$ cat config.mk
export PLATFORM = sky130hd
export DESIGN_NAME = lsu_mem_master
export DESIGN_NICKNAME = d
export VERILOG_FILES = /design/src/rtl/lsu_mem_master.sv
export SDC_FILE = /design/constraint.sdc
export NUM_CORES = 1
export LEC_CHECK = 0
export ABC_AREA = 1
export BUFFER_PORTS_ARGS = -buffer_cell sky130_fd_sc_hd__buf_2
export CAP_MARGIN = 20
export CORE_MARGIN = 2
export CORE_UTILIZATION = 51
export DETAILED_ROUTE_END_ITERATION = 10
export GPL_TIMING_DRIVEN = 0
export HOLD_SLACK_MARGIN = 0.08
export PLACE_DENSITY = 0.86
export REMOVE_ABC_BUFFERS = 1
export SYNTH_ARGS = -nofsm -noshare
export SYNTH_HDL_FRONTEND = slang
export SYNTH_SLANG_ARGS = --single-unit
$ cat constraint.sdc
create_clock -name clk -period 6.15 [get_ports clk]
set_clock_uncertainty 0.1 [all_clocks]
set_input_delay 1.23 -clock clk [delete_from_list [all_inputs] [get_ports clk]]
set_output_delay 1.23 -clock clk [all_outputs]
set_load 0.01 [all_outputs]
$ cat src/rtl/lsu_mem_master.sv
// lsu_mem_master: single-outstanding load/store master between a pipeline
// request port and a synchronous-write, combinational-read data memory.
// Requests are latched on acceptance. Aligned accesses take one memory cycle.
// Illegal sizes answer with an error and never touch memory.
// Build option LSU_MISALIGN_SPLIT_EN: when defined, misaligned half/word
// accesses are split into consecutive byte beats and the load bytes are merged.
// When undefined, those accesses answer with an error.
//
//   state     | meaning
//   ----------+-----------------------------------------------------------
//   ST_IDLE   | ready for a request; memory port parked
//   ST_ACCESS | single aligned memory cycle (byte/half/word)
//   ST_SPLIT  | byte beat k of a misaligned access (split build only)
//   ST_RESP   | one-cycle response strobe, then back to ST_IDLE

module lsu_mem_master #(
   parameter int ADDR_W = 32
) (
   input  logic              clk,
   input  logic              rst,
   input  logic              req_valid,
   output logic              req_ready,
   input  logic              req_wr,
   input  logic [1:0]        req_size,
   input  logic              req_unsigned,
   input  logic [ADDR_W-1:0] req_addr,
   input  logic [31:0]       req_wdata,
   output logic              resp_valid,
   output logic [31:0]       resp_rdata,
   output logic              resp_err,
   output logic              busy,
   output logic              mem_wr_en,
   output logic [1:0]        mem_data_size,
   output logic [ADDR_W-1:0] mem_addr,
   output logic [31:0]       mem_wr_data,
   input  logic [31:0]       mem_rd_data
);

   typedef enum logic [1:0] {
      ST_IDLE   = 2'd0,
      ST_ACCESS = 2'd1,
`ifdef LSU_MISALIGN_SPLIT_EN
      ST_SPLIT  = 2'd2,
`endif
      ST_RESP   = 2'd3
   } state_t;

   state_t state_q, state_d;

   logic              wr_q,    wr_d;
   logic [1:0]        size_q,  size_d;
   logic              uns_q,   uns_d;
   logic [ADDR_W-1:0] addr_q,  addr_d;
   logic [31:0]       wdata_q, wdata_d;
   logic [31:0]       data_q,  data_d;
   logic              err_q,   err_d;
   logic [31:0]       load_ext;

`ifdef LSU_MISALIGN_SPLIT_EN
   logic [1:0]        beat_q,  beat_d;
   logic              split_last;
`endif

   logic req_illegal;
   logic req_misaligned;

   assign req_illegal    = (req_size == 2'b11);
   assign req_misaligned = ((req_size == 2'b01) && req_addr[0]) ||
                           ((req_size == 2'b10) && (req_addr[1:0] != 2'b00));

`ifdef LSU_MISALIGN_SPLIT_EN
   // a half needs beats 0..1, a word beats 0..3
   assign split_last = (size_q == 2'b01) ? (beat_q == 2'd1) : (beat_q == 2'd3);
`endif

   // state register; reset aborts any access in flight
   always_ff @(posedge clk or posedge rst) begin
      if (rst) begin
         state_q <= ST_IDLE;
      end else begin
         state_q <= state_d;
      end
   end

   // next-state decode
   always_comb begin
      state_d = state_q;
      case (state_q)
         ST_IDLE: begin
            if (req_valid) begin
               if (req_illegal) begin
                  state_d = ST_RESP;
               end else if (req_misaligned) begin
`ifdef LSU_MISALIGN_SPLIT_EN
                  state_d = ST_SPLIT;
`else
                  state_d = ST_RESP;
`endif
               end else begin
                  state_d = ST_ACCESS;
               end
            end
         end
         ST_ACCESS: state_d = ST_RESP;
`ifdef LSU_MISALIGN_SPLIT_EN
         ST_SPLIT: begin
            if (split_last) begin
               state_d = ST_RESP;
            end
         end
`endif
         ST_RESP:   state_d = ST_IDLE;
         default:   state_d = ST_IDLE;
      endcase
   end

   // latched request fields and captured load data
   always_ff @(posedge clk or posedge rst) begin
      if (rst) begin
         wr_q    <= 1'b0;
         size_q  <= 2'b00;
         uns_q   <= 1'b0;
         addr_q  <= '0;
         wdata_q <= '0;
         data_q  <= '0;
         err_q   <= 1'b0;
`ifdef LSU_MISALIGN_SPLIT_EN
         beat_q  <= 2'd0;
`endif
      end else begin
         wr_q    <= wr_d;
         size_q  <= size_d;
         uns_q   <= uns_d;
         addr_q  <= addr_d;
         wdata_q <= wdata_d;
         data_q  <= data_d;
         err_q   <= err_d;
`ifdef LSU_MISALIGN_SPLIT_EN
         beat_q  <= beat_d;
`endif
      end
   end

   // request capture on acceptance, read-data capture / byte merge per beat
   always_comb begin
      wr_d    = wr_q;
      size_d  = size_q;
      uns_d   = uns_q;
      addr_d  = addr_q;
      wdata_d = wdata_q;
      data_d  = data_q;
      err_d   = err_q;
`ifdef LSU_MISALIGN_SPLIT_EN
      beat_d  = beat_q;
`endif
      case (state_q)
         ST_IDLE: begin
            if (req_valid) begin
               wr_d    = req_wr;
               size_d  = req_size;
               uns_d   = req_unsigned;
               addr_d  = req_addr;
               wdata_d = req_wdata;
               data_d  = '0;
`ifdef LSU_MISALIGN_SPLIT_EN
               err_d   = req_illegal;
               beat_d  = 2'd0;
`else
               err_d   = req_illegal || req_misaligned;
`endif
            end
         end
         ST_ACCESS: begin
            if (!wr_q) begin
               data_d = mem_rd_data;
            end
         end
`ifdef LSU_MISALIGN_SPLIT_EN
         ST_SPLIT: begin
            if (!wr_q) begin
               data_d[{beat_q, 3'b000} +: 8] = mem_rd_data[7:0];
            end
            beat_d = beat_q + 2'd1;
         end
`endif
         default: ;
      endcase
   end

   // zero/sign extension of the captured load data
   always_comb begin
      case (size_q)
         2'b00:   load_ext = uns_q ? {24'h0, data_q[7:0]}
                                   : {{24{data_q[7]}}, data_q[7:0]};
         2'b01:   load_ext = uns_q ? {16'h0, data_q[15:0]}
                                   : {{16{data_q[15]}}, data_q[15:0]};
         default: load_ext = data_q;
      endcase
   end

   // state-decoded outputs; memory port parked outside the access states
   always_comb begin
      req_ready     = (state_q == ST_IDLE);
      busy          = (state_q != ST_IDLE);
      resp_valid    = 1'b0;
      resp_err      = 1'b0;
      resp_rdata    = '0;
      mem_wr_en     = 1'b0;
      mem_data_size = 2'b10;
      mem_addr      = '0;
      mem_wr_data   = '0;
      case (state_q)
         ST_ACCESS: begin
            mem_wr_en     = wr_q;
            mem_data_size = size_q;
            mem_addr      = addr_q;
            mem_wr_data   = wdata_q;
         end
`ifdef LSU_MISALIGN_SPLIT_EN
         ST_SPLIT: begin
            mem_wr_en     = wr_q;
            mem_data_size = 2'b00;
            mem_addr      = addr_q + ADDR_W'(beat_q);
            mem_wr_data   = {24'h0, wdata_q[{beat_q, 3'b000} +: 8]};
         end
`endif
         ST_RESP: begin
            resp_valid = 1'b1;
            resp_err   = err_q;
            if (!wr_q && !err_q) begin
               resp_rdata = load_ext;
            end
         end
         default: ;
      endcase
   end

endmodule

# Word-level counts from Yosys, hierarchy flattened
# Index checks and enable logic that the tools add are counted.
[classes]
addsub = 0
n_mul = 0
div = 0
magnitude_cmp = 0
eq_ne = 8
n_shift = 0
n_mux = 18
bitwise = 0
reduce_logical = 14
[op_table]
columns = ["operator", "n"]
rows = [
  ["32-bit two-way mux", 8],
  ["32-bit one-hot mux with 2 select lines", 2],
  ["2-bit two-way mux", 4],
  ["2-bit by 1-bit equality test with 1-bit output, second input constant", 3],
  ["2-bit equality test, second input constant", 3],
  ["2-bit nonzero test", 3],
  ["2-bit logical NOT", 2],
  ["2-bit != test, second input constant", 2],
  ["2-bit one-hot mux with 2 select lines", 1],
  ["1-bit logical AND", 3],
  ["1-bit two-way mux", 3],
  ["3-bit AND reduction", 1],
  ["1-bit logical NOT", 2],
  ["1-bit logical OR", 2],
  ["2-bit AND reduction", 1],
]
[totals]
ff_bits = 103
latchBits = 0
mem_bits_rw = 0
romBits = 0
input_bits = 103
out_inout_bits = 103
word_cells = 48
n_memories = 0

# Logic depth before layout (Yosys ltp)
[logic_depth]
ltp_word = 7
depth_mapped = 7
mapped_depth_nobuf = 6

# Worst setup path after synthesis
# No wires, ideal clock.
[synth_path]
kind = "flip-flop to output port"
start = "register size_q[1]"
end = "output resp_rdata[21]"
arrival_time_ps = 1236
required_time_ps = 4820
path_slack_ps = 3584
stages_incl_launch_ff = 7
path_buffers = 1
path_cell_list = "dfrtp_1 > nor2_1 > nand2_1 > nand3_1 > nand2_1 > buf_2 > nor2_1"
[synth_between]
elab_chain_len = 4
elab_cells_between_ends = 5
classes_between = "1 x eq/ne; 3 x mux; 1 x reduce/logical"
[synth_lines]
columns = ["item", "line_no", "source"]
rows = [
  ["start, declared", "51", "logic [1:0] size_q, size_d;"],
  ["start signal, assigned", "132", "size_q <= size_d;"],
  ["2-bit by 1-bit equality test with 1-bit output / 2-bit logical NOT (equally long branches)", "192", "case (size_q)"],
  ["32-bit one-hot mux with 2 select lines *", "192", ""],
  ["32-bit two-way mux *", "230", "if (!wr_q && !err_q) begin"],
  ["32-bit two-way mux *", "212", "case (state_q)"],
  ["end, declared", "29", "output logic [31:0] resp_rdata,"],
]
# Every way passes the cells marked *; elsewhere a longest branch is shown, timed or not.

# Final worst setup path
[layout_path]
start = "register state_q[1]"
end = "output mem_wr_en"
[layout_between]
elab_chain_len = 2
[layout_lines]
columns = ["item", "line_no", "source"]
rows = [
  ["start, declared", "48", "state_t state_q, state_d;"],
  ["start signal, assigned", "81", "state_q <= state_d;"],
  ["2-bit by 1-bit equality test with 1-bit output", "212", ""],
  ["1-bit two-way mux", "212", ""],
  ["end, declared", "32", "output logic mem_wr_en,"],
]
# No other way between the ends.

==> summary.log <==
INFO  drt            drc_errors=0
INFO  power          internal=0.00170W
INFO  drt            avgViaCountPerCell=4.94
INFO  cells_and_area antenna_cells=0
INFO  drt            detail_route.iter0.violations=187
INFO  clocking       cts_post_setup_buffers_inserted=0
INFO  cells_and_area postLayoutCellArea=5950um^2
INFO  power          net_sw_frac=0.415
INFO  clocking       clock_tree.buffer_depth=2
INFO  cells_and_area regArea=2580um^2
INFO  die            die_y=98.9um
INFO  job            max_cap_viol_count=0
INFO  global_routing vias_in_the_first_global_route=4,313
INFO  clocking       post_cts.resized_instances=0
INFO  sta            hold_viol=0
INFO  placed_design  numPortBuffers=205
INFO  setup_path     worst_ep_required_time=4.82ns
INFO  setup_path     crit_path_start_kind=register
INFO  drt            dr.pass1.iters=4
INFO  cells_and_area areaGrowthSynthToFinish=29.6%
INFO  clocking       h-tree-depth=3
INFO  min_path       hold_path.class=reg -> reg
INFO  power          design_power_total=0.00291W
INFO  global_routing grt_first_pass_wirelength=18.8mm
INFO  sta            tns=0ns
INFO  clocking       clk-insertion-delay-late=0.34ns
INFO  clocking       cts_tree=done
INFO  placed_design  routabilityCongestion=0.852
INFO  sta            final.min_clock_period=3.58ns
INFO  drt            routed_antenna_nets=0
INFO  setup_path     timing.critical_path.buf_inv=2
INFO  sta            final_max_slew_viol_count=0
INFO  cells_and_area final.fill_count=682
INFO  synth          synth_area_per_cell=7.76um^2
INFO  clocking       clock_sink_total=103
INFO  setup_path     arrival=2.25ns
INFO  placed_design  dpl_cell_area=5720um^2
INFO  die            initial_core_utilization=0.527
INFO  power          clock_group_share_of_total_power=0.165
INFO  die            floorplan.io_pins=206
INFO  die            core_area=8720um^2
INFO  synth          post_synth_instance_area=4590um^2
INFO  clocking       tritoncts.num_buffers=9
INFO  power          power.combinational.fraction=0.449
INFO  die            floorplan.rows=34
INFO  setup_path     crit_family=simple AND/OR/NAND/NOR gates
INFO  synth          synthesis.yosys.warnings=0
INFO  synth          synth-seq-area-share=0.561
INFO  setup_path     critPathCaptureType=output port
INFO  cells_and_area final_cell_mix=sky130_fd_sc_hd__buf_2, sky130_fd_sc_hd__nor2_1, sky130_fd_sc_hd__dfrtp_1
INFO  cells_and_area layout.nets=883
INFO  power          power_frac_seq=0.386
INFO  global_routing pin_count_of_the_biggest_net_entering_global_routing=75
INFO  synth          synthesis.instances=592
INFO  cells_and_area layout_commonest_cell=sky130_fd_sc_hd__buf_2
INFO  status         status=finished clean
INFO  power          power.density=489nW/um^2
INFO  setup_path     cpPeakStageDelay=0.77ns
INFO  power          vdd.ir_drop.worst=0.255mV
INFO  cells_and_area layout.core_utilization=0.683
INFO  global_routing grt_usage=0.235
INFO  sta            setup_viol=0
INFO  synth          synth_cell_type_count=13
INFO  sta            achievable-frequency=280MHz
INFO  global_routing grt-ovfl-total=0
INFO  clocking       cts_hold_buffers_added=0
INFO  die            die_area=9780um^2
INFO  sta            final_min_period_over_clock_period=0.581
INFO  synth          postSynthRegisterBits=103
INFO  drt            wl_per_cell=12.9um
INFO  clocking       path_clk_slew=0.09ns
INFO  power          cellLeakagePower=3.58nW
INFO  setup_path     worst-setup-path-type=reg -> out
INFO  setup_path     critical_path.max_fanout=26
INFO  setup_path     critPathSlowestCell=sky130_fd_sc_hd__nor2_2
INFO  global_routing grt_antenna_before_repair=0
INFO  drt            detailed_route_wl=11.5mm
INFO  setup_path     path_cells=inv_1 > nand2_2 > nor2_2 > buf_2
INFO  sta            least_margin_pin_slew=0.917ns
INFO  cells_and_area layout-drive-gt1-share=0.294
INFO  cells_and_area multi_input_comb_area=1550um^2
INFO  power          power.net_switching=0.00121W
INFO  drt            via_count=4,407
INFO  sta            rsz0062_at_grt=false
INFO  placed_design  hpwl=8.38mm
INFO  clocking       cts-root-buf=sky130_fd_sc_hd__clkbuf_8
INFO  sta            max-slew-margin-rel=0.389
INFO  die            width_of_the_chip=98.9um
## layout make-up
class | count | share of cell area
sequential | 103 | 0.433
multi-input combinational | 368 | 0.260
clock inverter | 6 | 0.0155
clock buffer | 10 | 0.0231
inverter | 89 | 0.0565
timing repair buffer | 209 | 0.190
tap | 108 | 0.0227
## logic make-up after synthesis
logic type	Yosys count	synth area share
DFF	103	0.561
and+or+nand+nor	256	0.211
AOI/OAI and AO/OA	112	0.122
buffers and inverters	121	0.106
## state kept, by name (all words and copies together), names as in the netlist
register	flops
err_q	1
data_q	32
wdata_q	32
state_q	2
size_q	2
uns_q	1
addr_q	32
wr_q	1
## per-stage QoR
step	hold slack, ns	worst slack, ns	cells
2_1_floorplan	0.353	2.12	560
3_3_place_gp	0.373	1.00	873
3_5_place_dp	0.377	2.96	877
4_1_cts	0.400	2.57	893
5_1_grt	0.437	2.48	893
6_report	0.395	2.57	893
## power by group through the flow
stage               Combinational (W)  Clock, W  Sequential [W]
floorplan                    0.000837         0         0.00110
global placement              0.00126         0         0.00112
detailed placement            0.00131         0         0.00114
CTS                           0.00132  0.000483         0.00112
global route                  0.00148  0.000510         0.00116
finish                        0.00131  0.000480         0.00112
## routing by layer
layer  track usage  share of wire
met3        0.0681          0.093
met2         0.403           0.48
met4        0.0759          0.015
met5             0              0
met1         0.288           0.41
## worst min-delay path, cell delays in order, from the launching register on
cell and delay (ns):
sky130_fd_sc_hd__dfrtp_1 0.35, sky130_fd_sc_hd__nand2_1 0.05, sky130_fd_sc_hd__o21ai_0 0.06
## synthesized netlist by cell type, drive strengths merged
library cell | count | share of area
inv | 88 | 0.072
dfrtp | 103 | 0.56
nand3 | 4 | 0.0044
buf | 26 | 0.028
nor3 | 1 | 0.0011
nor2 | 176 | 0.14
o21ai | 39 | 0.042
a21oi | 73 | 0.080
clkinv | 1 | 0.00082
clkbuf | 6 | 0.0049
nand2 | 75 | 0.061
## path summary, 6_finish.rpt
path                            startpoint           to  slack (ns)  cells past startpoint
worst max-delay path            state_q[1]    mem_wr_en        2.57                      4
worst min-delay path             addr_q[1]    addr_q[1]        0.39                      2
worst max register to register  state_q[1]    data_q[3]        3.81                      5
worst min register to register   addr_q[1]    addr_q[1]        0.39                      2
max in group asynchronous              rst   data_q[16]        4.40                      3
min in group asynchronous              rst  wdata_q[17]        0.86                      2
(Power assumes the default switching activity.)
